File: src/rtl/car_park_ctrl_pkg.sv
// car_park_pkg: gate state encodings plus sizing and fee-saturation helpers shared by the car park blocks
package car_park_pkg;
  typedef enum logic [1:0] {E_IDLE, E_ALLOC, E_OPEN} entry_state_e;
  typedef enum logic [1:0] {X_IDLE, X_CALC, X_WAIT_PAY, X_OPEN} exit_state_e;
  function automatic int id_w(input int cap);
    return cap > 1 ? $clog2(cap) : 1;
  endfunction
  function automatic int cnt_w(input int cap);
    return $clog2(cap + 1);
  endfunction
  function automatic logic [63:0] sat_fee(input logic [63:0] v, input int fee_w);
    return (v >> fee_w) != 64'd0 ? (64'd1 << fee_w) - 64'd1 : v;
  endfunction
endpackage

File: src/rtl/car_park_ctrl_bar_timer.sv
// bar_timer: holds a bar open for exactly BAR_CYCLES cycles starting the cycle after a start pulse
module bar_timer #(
  parameter int BAR_CYCLES = 5000
) (
  input  logic clk,
  input  logic rst,
  input  logic start,
  output logic open
);
  localparam int W = $clog2(BAR_CYCLES + 1);
  logic [W-1:0] cnt_q, cnt_d;
  logic open_d;
  always_comb begin
    open_d = start | (open & (cnt_q != '0));
    cnt_d = start ? W'(BAR_CYCLES - 1) : (open && cnt_q != '0) ? cnt_q - W'(1) : cnt_q;
  end
  always_ff @(posedge clk) begin
    if (rst) begin
      open <= 1'b0;
      cnt_q <= '0;
    end else begin
      open <= open_d;
      cnt_q <= cnt_d;
    end
  end
endmodule

File: src/rtl/car_park_ctrl.sv
// car_park_ctrl: multi-space car park with concurrent entry/exit gates, timestamped tickets and duration fees
module car_park_ctrl
  import car_park_pkg::*;
#(
  parameter int  CAPACITY   = 5,
  parameter int  TIME_W     = 16,
  parameter int  BAR_CYCLES = 5000,
  parameter int  UNIT_LOG2  = 10,
  parameter int  RATE       = 1,
  parameter int  FEE_W      = 16,
  localparam int ID_W       = id_w(CAPACITY),
  localparam int CNT_W      = cnt_w(CAPACITY)
) (
  input  logic             clk,
  input  logic             rst,
  input  logic             s_in,
  input  logic             s_out,
  input  logic [ID_W-1:0]  ticket_in,
  input  logic             pay,
  output logic             bin,
  output logic             bout,
  output logic [ID_W-1:0]  ticket_out,
  output logic             ticket_vld,
  output logic [FEE_W-1:0] cost,
  output logic             cost_vld,
  output logic [CNT_W-1:0] free,
  output logic             full,
  output logic             bad_ticket
);
  entry_state_e e_q, e_d;
  exit_state_e x_q, x_d;
  logic [TIME_W-1:0] t_q, dur, units;
  logic [TIME_W-1:0] ts_q [CAPACITY];
  logic [CAPACITY-1:0] occ_q, occ_d;
  logic [2**ID_W-1:0] occ_pad;
  logic [ID_W-1:0] pe, id_q, tkt_q;
  logic [FEE_W-1:0] cost_q;
  logic [CNT_W-1:0] free_q, free_d;
  logic [63:0] prod;
  logic e_go, x_go, tkt_ok, alloc, rel, tkt_vld_q, cost_vld_q, full_q, bad_q;
  always_comb begin
    pe = '0;
    for (int i = CAPACITY - 1; i >= 0; i--) if (!occ_q[i]) pe = ID_W'(i);
    // zero-padded view makes out-of-range ticket ids read as unoccupied
    occ_pad = '0;
    occ_pad[CAPACITY-1:0] = occ_q;
    tkt_ok = occ_pad[ticket_in];
    e_go = e_q == E_IDLE && s_in && !full_q;
    x_go = x_q == X_IDLE && s_out;
    alloc = e_q == E_ALLOC;
    rel = x_q == X_WAIT_PAY && pay;
    e_d = e_go ? E_ALLOC : alloc ? E_OPEN : (e_q == E_OPEN && !bin) ? E_IDLE : e_q;
    x_d = (x_go && tkt_ok) ? X_CALC : (x_q == X_CALC) ? X_WAIT_PAY : rel ? X_OPEN :
          (x_q == X_OPEN && !bout) ? X_IDLE : x_q;
    occ_d = occ_q;
    if (alloc) occ_d[tkt_q] = 1'b1;
    if (rel) occ_d[id_q] = 1'b0;
    free_d = free_q + CNT_W'(rel) - CNT_W'(alloc);
    dur = t_q - ts_q[id_q];
    units = (dur >> UNIT_LOG2) + TIME_W'(|dur[UNIT_LOG2-1:0]);
    prod = 64'(units) * 64'(RATE);
  end
  always_ff @(posedge clk) begin
    if (rst) begin
      e_q <= E_IDLE;
      x_q <= X_IDLE;
      t_q <= '0;
      occ_q <= '0;
      for (int i = 0; i < CAPACITY; i++) ts_q[i] <= '0;
      id_q <= '0;
      tkt_q <= '0;
      tkt_vld_q <= 1'b0;
      cost_q <= '0;
      cost_vld_q <= 1'b0;
      free_q <= CNT_W'(CAPACITY);
      full_q <= 1'b0;
      bad_q <= 1'b0;
    end else begin
      e_q <= e_d;
      x_q <= x_d;
      t_q <= t_q + TIME_W'(1);
      occ_q <= occ_d;
      if (alloc) ts_q[tkt_q] <= t_q;
      if (x_go) id_q <= ticket_in;
      if (e_go) tkt_q <= pe;
      tkt_vld_q <= e_go;
      if (x_q == X_CALC) cost_q <= FEE_W'(sat_fee(prod, FEE_W));
      cost_vld_q <= x_q == X_CALC || (x_q == X_WAIT_PAY && !pay);
      free_q <= free_d;
      full_q <= free_d == '0;
      bad_q <= x_go && !tkt_ok;
    end
  end
  bar_timer #(.BAR_CYCLES(BAR_CYCLES)) u_bin (.clk(clk), .rst(rst), .start(alloc), .open(bin));
  bar_timer #(.BAR_CYCLES(BAR_CYCLES)) u_bout (.clk(clk), .rst(rst), .start(rel), .open(bout));
  assign ticket_out = tkt_q;
  assign ticket_vld = tkt_vld_q;
  assign cost = cost_q;
  assign cost_vld = cost_vld_q;
  assign free = free_q;
  assign full = full_q;
  assign bad_ticket = bad_q;
endmodule

File: config.mk
export PLATFORM = sky130hd
export DESIGN_NAME = car_park_ctrl
export DESIGN_NICKNAME = d
export VERILOG_FILES = /design/src/rtl/car_park_ctrl_pkg.sv /design/src/rtl/car_park_ctrl_bar_timer.sv /design/src/rtl/car_park_ctrl.sv
export SDC_FILE = /design/constraint.sdc
export NUM_CORES = 1
export LEC_CHECK = 0
export ABC_AREA = 1
export CAP_MARGIN = 15
export CORE_MARGIN = 2
export CORE_UTILIZATION = 30
export DETAILED_ROUTE_END_ITERATION = 10
export PLACE_DENSITY = 0.47
export SYNTH_ARGS = -nofsm -noshare
export SYNTH_HDL_FRONTEND = slang
export SYNTH_SLANG_ARGS = --single-unit
export TNS_END_PERCENT = 1
File: constraint.sdc
create_clock -name clk -period 4.17 [get_ports clk]
set_input_delay 0.834 -clock clk [delete_from_list [all_inputs] [get_ports clk]]
set_output_delay 0.834 -clock clk [all_outputs]
set_load 0.01 [all_outputs]
## After elaboration in Yosys (flattened, before gate mapping)

Memory sizes are Yosys's and may differ from the RTL's. A register that Yosys moved wholly into a read port is not among the register bits.
Index checks and enable logic that the tools add are counted.

- Register bits: 82
- Bits in latches: 0
- Memory bits (writable): 80
- ROM bits: 0
- Bits of input ports: 8
- Output and inout bits: 28
- Word-level logic and storage cells: 115
- Memories: 1

Memory list:

| name | depth | bits a word | read ports | clocked after Yosys merged registers in | wr ports | line | RTL |
|---|---|---|---|---|---|---|---|
| ts_q | 5 | 16 | 1 | 1 | 5 | car_park_ctrl.sv:33 | `logic [TIME_W-1:0] ts_q [CAPACITY];` |

- Add/sub/neg operators: 7
- $mul: 0
- Div/mod/pow operators: 0
- $lt $le $gt $ge: 5
- Equality and inequality tests: 5
- Shift operators: 0
- Mux-type cells: 34
- Bitwise operators: 7
- Reductions and logical operators: 36

Operators by type and width:

| kind | count |
|---|---|
| $mux W13 | 4 |
| $reduce_bool A13 Y1 | 2 |
| $sub A13 B1 Y13 const B | 2 |
| $mux W3 | 8 |
| $add A16 B1 Y16 const B | 1 |
| $mux W16 | 1 |
| $reduce_or A16 Y1 | 1 |
| $sub A16 B16 Y16 | 1 |
| $logic_and A1 B1 Y1 | 13 |
| $lt A3 B4 Y1 const B | 3 |
| $mux W1 | 11 |
| $mux W2 | 5 |
| $mux W5 | 2 |
| $reduce_or A10 Y1 | 1 |
| $reduce_or A2 Y1 | 4 |
| $add A6 B1 Y7 | 1 |
| $demux W1 S3 | 2 |
| $eq A2 B2 Y1 const B | 3 |
| $ge A3 B1 Y1 const B | 2 |
| $reduce_bool A2 Y1 | 3 |
| $reduce_bool A3 Y1 | 2 |
| $and A5 B5 Y5 | 1 |
| $logic_not A1 Y1 | 5 |
| $not A5 Y5 | 1 |
| 11 further kinds | 15 |

## Logic depth before layout (Yosys ltp)

Gate-level depths: netlist of run 1.

- Depth after elaboration: 8
- Mapped depth: 26
- Depth with buffers taken out: 25

## Cells and area by module

Synthesis of run 1 repeated with hierarchy kept, for this count alone.

- Cells, all modules: 1192
- Area total of the unflattened synthesis: 10183.5 um^2

Modules (own cells, without submodules):

| module | times used | cells an instance | area each (um^2) | sequential area each (um^2) |
|---|---|---|---|---|
| car_park_ctrl | 1 | 902 | 8374.3 | 4804.6 |
| bar_timer at u_bout | 1 | 148 | 913.4 | 280.3 |
| bar_timer at u_bin | 1 | 142 | 895.9 | 280.3 |

## Worst setup path after synthesis of run 1

Ideal clock, no wire load.

- Path kind: register -> register
- From: register (tool-made name)
- To: register cost_q[2] (netlist: cost[2])
- Setup time: 0.116 ns
- Arrival time: 3.214 ns
- Data required time: 4.054 ns
- Path slack: 0.840 ns
- Cell stages (with the launch flop): 24
- Path buffers: 2
- Clock period less this slack: 3.330 ns
- Cell sequence: dfxtp_1 -> buf_2 -> clkbuf_1 -> o21ai_0 -> o22ai_1 -> nor2_1 -> a31oi_1 -> ha_1 -> inv_1 -> fa_1 -> nand2_1 -> nand2_1 -> and2_4 -> nand2_1 -> nand2_1 -> nor3_1 -> nand3_1 -> nor2_1 -> nand4_1 -> ha_1 -> ha_1 -> xor2_1 -> o21ai_0 -> inv_1

RTL lines:

| what | line | RTL |
|---|---|---|
| to (signal assigned) | car_park_ctrl.sv:87 | `if (x_q == X_CALC) cost_q <= FEE_W'(sat_fee(prod, FEE_W));` |
| to (decl) | car_park_ctrl.sv:37 | `logic [FEE_W-1:0] cost_q;` |

==> metrics.txt, run 1 <==
run status=complete, no violations; crit path capture=cost[2]; CTS Buffer Depth=3; gr usage total=around 15%; crit path max fanout=32; Cell Area, Synth=0.009811 sq mm; final WL=25,120 um; Final Max Slew Viols=0; via/cell ratio=roughly 4.6; Setup-failing EPs final=0; largest net degree at the start of global routing=38; Met2 Wirelength=11,750 um; synth unique cells=45; first-pass GRT wire length=around 40,000 um; IO Count=36; DIE HEIGHT=about 180 um; post-cts sizing count=0; Worst Reg-to-Reg Cells=22; RSZ-0062 raised after global routing=false; Worst VDD drop=0.3218 mV; Pleak=between 4 and 5 nW; ranking of synthesized cells by area=edfxtp_1, dfxtp_1, nor2_1; Tcrit/Tclk final=about nine tenths; synth-to-layout area growth=16.16%; Port Buffers=26; Residual DRC=0; final core utilization=35.20%; ys flop type=edfxtp_1; Post-synth EDFFs=128; clk sinks=between 200 and 250; CTS tree=yes; Critical Path AT=4.13 ns; drt pass-1 iters=5; DP Area=0.01060 sq mm; die area=0.03416 sq mm; relative slew slack=36.69%; Hold Fails Final Rpt=0; R2R Path End=cost[2]; Core ar.=0.03237 sq mm; syn avg cell area=8.760 sq um; Vias=7,482; CP Capture Type=flip-flop; GPL Wtd Cong=between 0.7 and 0.8; clk_skew=0.02878 ns; Synth Warn #=0; vias in the first global route=7,276; mean routed wirelength per cell=15.56 um; Clock transition at path regs=0.06 ns; final standard cell area without fillers=0.01140 sq mm; nature of the critical path startpoint=flip-flop; fin crit period=3.709 ns; actual slew at the worst max-slew pin=0.9470 ns; GR Overflow Total=0; top layer in use=met4; Total Power=between 5 and 6 mW; FMAX=0.2696 GHz; flop2flop setup slack=0.46 ns; post-DP HPWL=about 17,000 um; nets=1,190; layout cells sized above 1=8.362%; Final ANT Viol Nets=0; cell taking the most area after synthesis=edfxtp_1; Root Buffer=clkbuf_16; most frequent cells in the layout=nor2_1, nand2_1, edfxtp_1, inv_1, o21ai_0; Post-synth ARST share=0%; Setup CP Type=flip-flop to flip-flop; antenna violations before repair=2; Total Neg Setup Slack=0 ns; Max-Cap Viols=0; Mapped Cells=1,120; Final Worst Setup Slack=roughly 0.46 ns; Synth Register Bits=204; worst skew pair latency=~0.52 ns; H-tree depth=1; Core Rows=66; hold crit path type=flip-flop to flip-flop; CTS Buf Count=24; Post-CTS Setup Bufs=0; sequential cell area fraction in the yosys report=54.69%; dpl ws=approximately 0.44 ns; commonest non-fill, non-tap cell in the layout=nor2_1; post-synth top area share=39.18%; CP required=4.59 ns; met3 wire len=just under 900 um; initial drt markers=385; Metal-1 WL=12,070 um; Cell Pwr Density=around 450 mW/mm^2; # diodes=0; initial core utilization=a little under a third; # hold bufs at CTS=0; die span in x=184.8 um
## where the power goes
part	internal, mW	switching [mW]	total, mW
clock network	1.28	0.833	2.11
registers	2.22	0.0492	2.27
logic	0.257	0.489	0.746
## per-stage QoR
stage,std cells,hold WS (ns)
global route,1614,0.4789
finish,1614,0.4392
CTS,1614,0.4432
detailed placement,1570,0.4376
global placement,1570,0.4413
floorplan,1128,0.4148
## worst min-delay path by stage
stage               slack (ns)        startpoint  depth (start not counted)               end
global route              0.48  u_bout.cnt_q[11]                          2  u_bout.cnt_q[11]
CTS                       0.44           id_q[2]                          1          occ_q[4]
finish                    0.44           id_q[2]                          1          occ_q[4]
detailed placement        0.44           id_q[2]                          1          occ_q[4]
floorplan                 0.41           id_q[2]                          1          occ_q[4]
global placement          0.44           id_q[2]                          1          occ_q[4]
## routing by layer
layer	vias up	track usage, %
met5	-	0
met4	0	2.857
met3	27	2.064
met2	135	25.62
met1	3512	20.44
li1	3808	-
## logic make-up after synthesis
kind of cell	count (synthesis)	share of synthesized area [%]
other	1	0.03822
AO/OA/AOI/OAI	210	11.72
flip-flops	204	54.69
buffers and inverters	174	7.078
AND/OR/NAND/NOR	494	21.95
XOR/XNOR	9	0.8035
adder cells (fa/ha/maj)	28	3.724
## area by class of cell
class | count | area [sq um]
fillers | 3401 | 20980
flip-flops and latches | 204 | 5366
multi-input cells | 750 | 3786
clock buffers | 35 | 693.2
well taps | 442 | 553.0
inverters | 131 | 491.7
repair buffers | 43 | 400.4
clock inverters | 9 | 105.1
## cells in the mapped netlist, types with 12 or more instances
cell and number:
a21oi_1 48, clkbuf_1 29, dfxtp_1 76, edfxtp_1 128, ha_1 26, inv_1 122
nand2_1 170, nand3_1 39, nand4_1 12, nor2_1 209, nor3_1 19, o21ai_0 112
o221ai_1 14, o22ai_1 18
## sequential cells by signal, indices dropped and copies added (netlist names), named ones only
register	flops
u_bin.open	1
ticket_vld	1
ticket_out	3
ts_q	128
id_q	3
free	3
full	1
u_bout.open	1
cost	7
occ_q	5
t_q	16
u_bout.cnt_q	13
bad_ticket	1
x_q	2
cost_vld	1
u_bin.cnt_q	13
e_q	2
## worst max-delay path, cell delays in order (launching register included)
cell and delay, ns:
dfxtp_1 0.32, buf_4 0.36, o21ai_0 0.15, o22ai_1 0.17, nor2_1 0.05, a31oi_1 0.18, ha_1 0.18, inv_1 0.07
fa_1 0.40, nand2_1 0.08, nand2_1 0.07, and2_4 0.16, nand2_1 0.06, nand2_1 0.05, nor3_1 0.17, nand3_1 0.11
nor2_1 0.10, nand4_1 0.14, ha_1 0.24, ha_1 0.20, xor2_1 0.16, o21ai_0 0.14, inv_1 0.05
No activity file was read; power rests on OpenSTA's default activity.
==> inputs of run 2 (changes only) <==
--- a/config.mk
+++ b/config.mk
@@ -11,6 +11,7 @@
 export CORE_UTILIZATION = 30
 export DETAILED_ROUTE_END_ITERATION = 10
 export PLACE_DENSITY = 0.47
+export SLEW_MARGIN = 25
 export SYNTH_ARGS = -nofsm -noshare
 export SYNTH_HDL_FRONTEND = slang
 export SYNTH_SLANG_ARGS = --single-unit
==> constraint.sdc (replaced) <==
create_clock -name clk -period 3.5 [get_ports clk]
set_input_delay 0.7 -clock clk [delete_from_list [all_inputs] [get_ports clk]]
set_output_delay 0.7 -clock clk [all_outputs]
set_load 0.01 [all_outputs]
==> run 2 against run 1 <==
Compared with the run above:
- first-iteration DRC count increased by 43%
- clock power increased by 20%
- hold slack about the same
- critical endpoint is now cost[5]
- largest power group unchanged
==> metrics.txt, run 2 (synthesized netlist as in run 1, its figures left out) <==
run status=complete, no violations; Pleak=4.626 nW; nets=1,231; Setup CP Type=flip-flop to flip-flop; Root Buffer=clkbuf_16; # hold bufs at CTS=0; DP Area=0.01085 sq mm; actual slew at the worst max-slew pin=0.5898 ns; hold path start=id_q[2]; crit path max fanout=16; antenna violations before repair=2; Vias=7,713; mean routed wirelength per cell=15.96 um; final core utilization=36.56%; GR Overflow Total=0; Total Power=6.279 mW; Port Buffers=26; Largest regs=ts_q x128, t_q x16; Largest Register=ts_q; Final Max Slew Viols=0; FMAX=just under 0.3 GHz; fin crit period=3.382 ns; layout cells sized above 1=13.18%; relative slew slack=60.68%; commonest non-fill, non-tap cell in the layout=nor2_1; NetSw=1.742 mW; initial core utilization=30.31%; H-tree depth=1; flop2flop setup slack=0.12 ns; CP required=around 3.9 ns; hold crit path type=flip-flop to flip-flop; Clock transition at path regs=approximately 0.060 ns; Gate power share=16.4%; final WL=26,420 um; gr usage total=15.63%; Cell Pwr Density=530.5 mW/mm^2; Total Neg Setup Slack=0 ns; initial drt markers=552; post-DP HPWL=17,690 um; Worst Reg-to-Reg Cells=22; Core Rows=between 60 and 70; RSZ-0062 raised after global routing=true; synth-to-layout area growth=20.64%; Hold Path Stages=1; Worst path slowest cell=dfxtp_4; Final Worst Setup Slack=0.1182 ns; Seq pwr share=~43%; Internal=about 4.5 mW; clk sinks=slightly above 200; R2R Path End=cost[5]; dpl ws=-0.1810 ns; Core ar.=0.03237 sq mm; Critical Path AT=3.82 ns; # diodes=0; worst path cell trace=buf_4 > buf_12 > o21ai_0 > o22ai_1 > o21ai_0 > ha_1 > nand2_1 > inv_1 > nand4_1 > nand2_2 > nand3_1 > a31o_2 > nand4_1 > buf_4 > ha_2 > nand3_2 > nor2_4 > nand2_1 > nand2_1 > nand3_1 > nand2_1 > inv_1; Critical Path Max Stage Delay=0.41 ns; final standard cell area without fillers=0.01184 sq mm; die area=0.03416 sq mm; worst skew pair latency=0.54 ns; DIE HEIGHT=184.8 um; clk_skew=0.01768 ns; CP most frequent cell=nand2_1; Residual DRC=0; vias in the first global route=7,621; drt pass-1 iters=5; part of the power in the clock network=40.4%; Setup-failing EPs final=0; largest net degree at the start of global routing=41; nature of the critical path startpoint=flip-flop; CTS tree=yes; CTS Buffer Depth=3; Worst VDD drop=approximately 0.32 mV; WHS Endpoint=occ_q[4]; via/cell ratio=4.658; Tcrit/Tclk final=96.62%; Net Sw Frac=between 20% and 30%; most frequent cells in the layout=nor2_1, nand2_1, edfxtp_1, inv_1, o21ai_0; Max-Cap Viols=0; GPL Wtd Cong=0.7929; IO Count=36; CTS Buf Count=25; Largest register FFs=128; Final ANT Viol Nets=0; die span in x=approximately 180 um; CP Capture Type=flip-flop; Hold Fails Final Rpt=0; first-pass GRT wire length=~42,000 um
## run 2: changes by cell type in the layout (fill, tap and decap cells not counted), sizes merged
cell | previous run | this run
buf | 17 | 56
clkinv | 9 | 14
clkbuf | 35 | 31
clkinvlp | 0 | 1
inv | 129 | 130
## run 2: how the worst max path moves through the flow
stage                    from      end  slack, ns  depth (start not counted)
finish              flip-flop  cost[5]       0.12                         22
global placement    flip-flop  cost[2]      -0.18                         20
CTS                 flip-flop  cost[2]      0.007                         22
detailed placement  flip-flop  cost[2]      -0.18                         20
floorplan           flip-flop  cost[2]       0.17                         23
global route        flip-flop  cost[2]      -0.14                         20
## run 2: through the flow
step           hold WS, ns  std cells
5_1_grt             0.4851       1656
3_5_place_dp        0.4353       1605
2_1_floorplan       0.4148       1128
3_3_place_gp        0.4325       1605
6_report            0.4396       1656
4_1_cts             0.4465       1651
## run 2: metal layers
| layer | global-route usage (%) | up-vias | wire (um) | part of all wire, % |
|---|---|---|---|---|
| met5 | 0 | - | 0 | 0 |
| met4 | 2.921 | 0 | 520 | 2.0 |
| met3 | 2.123 | 41 | 1156 | 4.4 |
| met2 | 26.55 | 159 | 12260 | 46 |
| met1 | 21.43 | 3613 | 12480 | 47 |
| li1 | - | 3900 | - | - |
## run 2: power groups by stage
stage	clock (mW)	sequential [mW]	combinational, mW
2_1_floorplan	0	2.75	0.632
5_1_grt	2.69	2.72	1.17
3_5_place_dp	0	2.76	0.981
3_3_place_gp	0	2.76	0.979
6_report	2.54	2.71	1.03
4_1_cts	2.59	2.71	0.991
## run 2: timing repair
item	CTS	global route
cloned	0	1
resized for setup	6	39
pin swaps	0	14
endpoints found under the hold margin	0	0
setup endpoints to repair	6	7
buffers inserted	0	4
## run 2: area by class of cell
| class | instances | area [sq um] |
|---|---|---|
| clock buffer | 30 | 654.4 |
| clock inverter | 16 | 143.9 |
| fill | 3368 | 20540 |
| inverter | 131 | 501.7 |
| multi-input combinational | 750 | 3864 |
| sequential | 204 | 5370 |
| tap | 442 | 553.0 |
| timing repair buffer | 83 | 748.2 |
## run 2: worst max-delay path: cells and delay by family (launching register included)
kind / cells / cell delay (ns)
compound gates: 4 / 0.67
fa+ha+maj: 2 / 0.52
buf+inv: 5 / 0.62
flops: 1 / 0.41
simple gates: 11 / 1.06
==> inputs of run 3 (changes only) <==
--- a/config.mk
+++ b/config.mk
@@ -6,7 +6,7 @@
 export NUM_CORES = 1
 export LEC_CHECK = 0
 export ABC_AREA = 1
-export CAP_MARGIN = 15
+export CAP_MARGIN = 5
 export CORE_MARGIN = 2
 export CORE_UTILIZATION = 30
 export DETAILED_ROUTE_END_ITERATION = 10
==> results of run 3 <==
No change in the layout: final DEF, timing and power equal those of run 2.
